<file path="config.mk">
export PLATFORM = sky130hd
export DESIGN_NAME = adder_check_unit
export DESIGN_NICKNAME = d
export VERILOG_FILES = /design/src/rtl/adder_tb_pkg.sv /design/src/rtl/sat_counter.sv /design/src/rtl/adder_check_unit.sv
export SDC_FILE = /design/constraint.sdc
export NUM_CORES = 1
export LEC_CHECK = 0
export ABC_CLOCK_PERIOD_IN_PS = 4100
export BUFFER_PORTS_ARGS = -buffer_cell sky130_fd_sc_hd__buf_2
export CORE_ASPECT_RATIO = 1.2
export CORE_MARGIN = 1.5
export CORE_UTILIZATION = 49
export DETAILED_ROUTE_END_ITERATION = 7
export PLACE_DENSITY = 0.88
export SLEW_MARGIN = 40
export SYNTH_ARGS = -nofsm -noshare
export SYNTH_HDL_FRONTEND = slang
export SYNTH_SLANG_ARGS = --single-unit
</file>
<file path="constraint.sdc">
create_clock -name clk -period 4.1 [get_ports clk]
set_input_delay 0.41 -clock clk [delete_from_list [all_inputs] [get_ports clk]]
set_output_delay 0.41 -clock clk [all_outputs]
set_load 0.02 [all_outputs]
</file>
<file path="src/rtl/adder_tb_pkg.sv">
// adder_tb_pkg: shared types and widths for the adder self-test checker
package adder_tb_pkg;
    localparam int ADDER_W = 32;
    typedef enum logic [1:0] {IDLE, RUN, DRAIN, DONE} chk_state_t;
endpackage

</file>
<file path="src/rtl/sat_counter.sv">
// sat_counter: clearable up-counter that sticks at all-ones instead of wrapping
module sat_counter #(
    parameter int W = 16
) (
    input  logic         clk,
    input  logic         rst,
    input  logic         clr,
    input  logic         inc,
    output logic [W-1:0] q
);
    logic [W-1:0] r_q;
    always_ff @(posedge clk)
        if (rst || clr) r_q <= '0;
        else if (inc && r_q != '1) r_q <= r_q + W'(1);
    assign q = r_q;
endmodule

</file>
<file path="src/rtl/adder_check_unit.sv">
// adder_check_unit: recomputes each adder result, counts pass/fail and keeps the first failing vector
module adder_check_unit
    import adder_tb_pkg::*;
#(
    parameter int WIDTH        = ADDER_W,
    parameter int CNT_W        = 16,
    parameter bit STOP_ON_FAIL = 1'b1
) (
    input  logic             clk,
    input  logic             rst,
    input  logic             start,
    input  logic [CNT_W-1:0] num_vec,
    input  logic             in_valid,
    output logic             in_ready,
    input  logic [WIDTH-1:0] a,
    input  logic [WIDTH-1:0] b,
    input  logic             cin,
    input  logic [WIDTH-1:0] y,
    input  logic             cout,
    output logic [CNT_W-1:0] pass_cnt,
    output logic [CNT_W-1:0] fail_cnt,
    output logic             err,
    output logic             done,
    output logic [WIDTH-1:0] fail_a,
    output logic [WIDTH-1:0] fail_b,
    output logic [WIDTH:0]   fail_got,
    output logic [WIDTH:0]   fail_exp
);
    chk_state_t       r_state, w_next;
    logic [CNT_W-1:0] r_rem;
    logic             r_stg_vld, r_stg_cin, r_err;
    logic [WIDTH-1:0] r_stg_a, r_stg_b, r_fail_a, r_fail_b;
    logic [WIDTH:0]   r_stg_got, r_fail_got, r_fail_exp;
    logic [WIDTH:0]   w_exp;
    logic             w_clr, w_acc, w_match, w_mis;

    assign w_clr   = start && (r_state == IDLE || r_state == DONE);
    assign w_acc   = in_valid && r_state == RUN;
    assign w_exp   = {1'b0, r_stg_a} + {1'b0, r_stg_b} + {{WIDTH{1'b0}}, r_stg_cin};
    assign w_match = w_exp == r_stg_got;
    assign w_mis   = r_stg_vld && !w_match;

    always_comb begin
        w_next = r_state;
        if (w_clr) w_next = num_vec != '0 ? RUN : DONE;
        else if (r_state == RUN && ((w_acc && r_rem == CNT_W'(1)) || (STOP_ON_FAIL && w_mis))) w_next = DRAIN;
        else if (r_state == DRAIN) w_next = DONE;
    end

    always_ff @(posedge clk)
        if (rst) begin
            r_state   <= IDLE;
            r_rem     <= '0;
            r_stg_vld <= 1'b0;
        end else begin
            r_state   <= w_next;
            r_stg_vld <= w_acc;
            if (w_clr) r_rem <= num_vec;
            else if (w_acc) r_rem <= r_rem - CNT_W'(1);
        end

    // Stage data needs no reset: it is only observed while r_stg_vld is set.
    always_ff @(posedge clk)
        if (w_acc) begin
            r_stg_a   <= a;
            r_stg_b   <= b;
            r_stg_cin <= cin;
            r_stg_got <= {cout, y};
        end

    always_ff @(posedge clk)
        if (rst || w_clr) begin
            r_err      <= 1'b0;
            r_fail_a   <= '0;
            r_fail_b   <= '0;
            r_fail_got <= '0;
            r_fail_exp <= '0;
        end else if (w_mis) begin
            r_err <= 1'b1;
            if (!r_err) begin
                r_fail_a   <= r_stg_a;
                r_fail_b   <= r_stg_b;
                r_fail_got <= r_stg_got;
                r_fail_exp <= w_exp;
            end
        end

    sat_counter #(.W(CNT_W)) u_pass (
        .clk(clk), .rst(rst), .clr(w_clr), .inc(r_stg_vld && w_match), .q(pass_cnt)
    );
    sat_counter #(.W(CNT_W)) u_fail (
        .clk(clk), .rst(rst), .clr(w_clr), .inc(w_mis), .q(fail_cnt)
    );

    assign in_ready = r_state == RUN;
    assign done     = r_state == DONE;
    assign err      = r_err;
    assign fail_a   = r_fail_a;
    assign fail_b   = r_fail_b;
    assign fail_got = r_fail_got;
    assign fail_exp = r_fail_exp;
endmodule

</file>
==> impl_metrics.py <==
metrics = {
    "synthesis": {
        "synth_area_leaders": "dfxtp_1 29%, edfxtp_1 23%, nand2_1 9.0%, a21oi_1 7.3%, ha_1 3.7%",
        "synth_edf_count": 98,
        "ys_warn_count": 0,
        "synth_top_area_share_pct": 28.6,
        "async_flop_share_pct": 0,
        "syn_inst": 1372,
        "synth-main-ff-cell": "dfxtp_1",
        "synth_cell_types": 75,
        "yosys_register_bits": 280,
        "synth_nets": 1530,
        "syn_avg_cell_area_um2": 9.28,
        "synth_top_cell_by_area": "dfxtp_1",
        "seq_area_frac_synth_pct": 51.7,
        "syn_area_um2": 12700,
    },
    "timing": {
        "skew_ps": 10.9,
        "fmax_mhz": 221,
        "relSlewSlack_pct": 46.1,
        "maxSlewViolCount": 0,
        "fin_ws_ps": -422,
        "fin_crit_sh_pct": 110,
        "setup_viol": 165,
        "tns_ps": -57470,
        "whs_ps": 34.3,
        "rsz0062_at_grt": "yes",
        "finalHoldViolCount": 0,
        "tightest_slew_ps": 808,
        "min_period_ps": 4520,
    },
    "critical_path": {
        "crit_type": "reg2reg",
        "cp_data_arrival_time_ps": 4920,
        "critPathBufInv": 5,
        "path_max_fanout": 6,
        "r2r-end": "u_pass.q[5]",
        "path_delay_family": "simple AND/OR/NAND/NOR gates",
        "worstPathCellList": "fa_2, fa_2, buf_4, xnor2_1, xor2_1, nand3_1, nor3_1, nand4_1, nor4b_2, nand4b_1, buf_4, buf_4, nor4_4, buf_6, nand2_8, buf_6, o31ai_1, a21oi_2",
        "rr_worst_depth": 18,
        "r2r_slack_ps": -420,
        "startpoint_type": "register",
        "crit_path_end": "u_pass.q[5]",
        "cp.depth": 18,
        "worstPathRequired_ps": 4500,
        "cpMaxStageDelayCell": "edfxtp_1",
        "cpPeakStageDelay_ps": 430,
        "cpMostUsedCell": "buf_4",
        "cp-startpoint": "r_stg_a[0]",
        "end_kind": "register",
        "r2r-start": "r_stg_a[0]",
    },
    "flow_run": {
        "maxCapViolations": 0,
    },
    "layout": {
        "fillers": 1680,
        "final_common_cell": "buf_2",
        "layout.cells.non_filler": 2152,
        "area_growth_pct": 44.3,
        "nNetsFinal": 1956,
        "drive_gt1_share_pct": 42.1,
        "layout_common_cells": "282 x buf_2, 204 x nand2_1, 182 x dfxtp_1, 122 x buf_4, 110 x a21oi_1",
    },
    "grt": {
        "antenna_found_initial": 2,
        "grt_pass1_wl_um": 60200,
        "grt.overflow.total": 0,
        "grt_pass1_vias": 11831,
        "grt_max_degree": 68,
        "use_met1_pct": 33.9,
        "track_usage_pct": 28.1,
        "use_met3_pct": 5.25,
        "met2_usage_pct": 48.1,
        "top_usage_layer": "met2",
    },
    "floorplan": {
        "initial_utilization_pct": 49.9,
        "die_area_um2": 27000,
        "die_w_um": 150,
        "ios": 283,
        "fp.coreArea_um2": 25500,
        "fp-row-count": 64,
        "die_height_um": 180,
    },
    "placed_design": {
        "placed_cells": 2043,
        "place_hpwl_um": 27500,
        "pre_cts_ws_ps": -460,
        "numPortBuffers": 282,
        "gp_congestion": 0.940,
    },
    "min_path": {
        "hold_class": "in2reg",
    },
    "outcome": {
        "status": "finished, violations left",
        "violations": "setup timing",
    },
    "clock_tree": {
        "cts_tree": "done",
        "cts_sinks": 280,
        "htree_levels": 1,
        "cts_root_buf": "clkbuf_16",
        "cts_buffer_depth": 3,
        "worstSkewPairLatency_ps": 550,
        "clk_pin_slew_ps": 60,
        "cts_buffers": 28,
    },
    "route": {
        "routed_wirelength_um": 45700,
        "wl_per_cell_um": 21.2,
        "drt_pass1_iterations": 7,
        "drtIter0Drc": 1038,
        "vias": 12768,
        "drtAntennaViolNets": 0,
        "drc": 0,
        "vias_per_cell": 5.93,
    },
    "power": {
        "p_per_area_nw_per_um2": 365,
        "p_leak_nw": 7.62,
        "ir_drop_uv": 456,
    },
}
==> area by class of cell <==
type                       instances  area (µm²)  share of cell area [%]
multi-input combinational       1000        6980                    38.0
tap                              330         413                    2.25
clock buffer                      43         808                    4.40
sequential                       280        6590                    35.8
timing repair buffer             469        3430                    18.7
antenna                            2        5.00                  0.0272
clock inverter                     9        73.8                   0.402
inverter                          19        73.8                   0.402
==> how the worst min path moves through the flow <==
stage,from,end,slack (ps),cells after the start
after floorplan,r_stg_got[23],fail_got[23],500,2
after global placement,fail_exp[8],fail_exp[8],440,2
after detailed placement,fail_exp[8],fail_exp[8],440,2
after CTS,y[1],r_stg_got[1],20,1
after global routing,a[2],r_stg_a[2],10,1
final,a[31],r_stg_a[31],30,1
==> layer usage <==
metal  wire length, µm  up-vias
met5                 0        -
met3              3900      170
met2             22600      744
met1             16900     6131
met4              2330        0
li1                  -     5723
==> worst reg2reg max path: cells and delay by family (launching register included) <==
kind / cells / cell delay (ps)
fa+ha+maj: 2 / 800
xor+xnor: 2 / 550
compound gates: 2 / 420
buf+inv: 5 / 810
simple gates: 7 / 1360
flops: 1 / 430
==> power by group <==
group          total [mW]  internal, mW  switching, mW
registers            3.05          2.97         0.0827
clock network        2.51          1.42           1.09
logic                1.14         0.481          0.659
total                6.70          4.87           1.83
==> synth_stat cells, drive strengths merged (12+ instances only) <==
cell and count:
xnor2 49, xor2 26, nand3 35, ha 38, nand4 19, nor2 73
o21ai 40, inv 19, a211oi 23, a21oi 190, clkbuf 48, edfxtp 98
dfxtp 182, buf 28, nand2 307, and3 12, nor3 33
==> cell families (layout without fill, tap and decap cells) <==
family          Yosys count  in the layout  synth area share [%]
fa+ha+maj                40             40                  4.05
other cells               0              2                     0
flops                   280            280                  51.7
compound gates          328            328                  15.6
buf+inv                  95            540                  3.30
mux                       5              5                 0.403
simple gates            547            550                  19.4
xor+xnor                 77             77                  5.51
==> registers in the layout, indices dropped and copies added, names as in the netlist, 16 cells and up <==
| signal | flops |
|---|---|
| fail_a | 32 |
| fail_b | 32 |
| fail_exp | 33 |
| fail_got | 33 |
| r_rem | 16 |
| r_stg_a | 32 |
| r_stg_b | 32 |
| r_stg_got | 33 |
| u_fail.q | 16 |
| u_pass.q | 16 |
==> through the flow <==
stage	total power, mW	cell area (µm²)	utilization (%)
after floorplan	3.62	12800	-
after global placement	3.98	15400	60.2
after detailed placement	4.00	15400	60.2
after CTS	6.52	16900	66.0
after global routing	6.90	18400	71.9
final	6.70	18400	71.9
==> timing repair <==
item,CTS,global route
hold buffers,0,0
gates resized for setup,52,313
setup buffers,18,18
gates cloned,10,16
endpoints found under the setup margin,164,165
pin swaps,30,101
No activity file was read; power rests on OpenSTA's default activity.
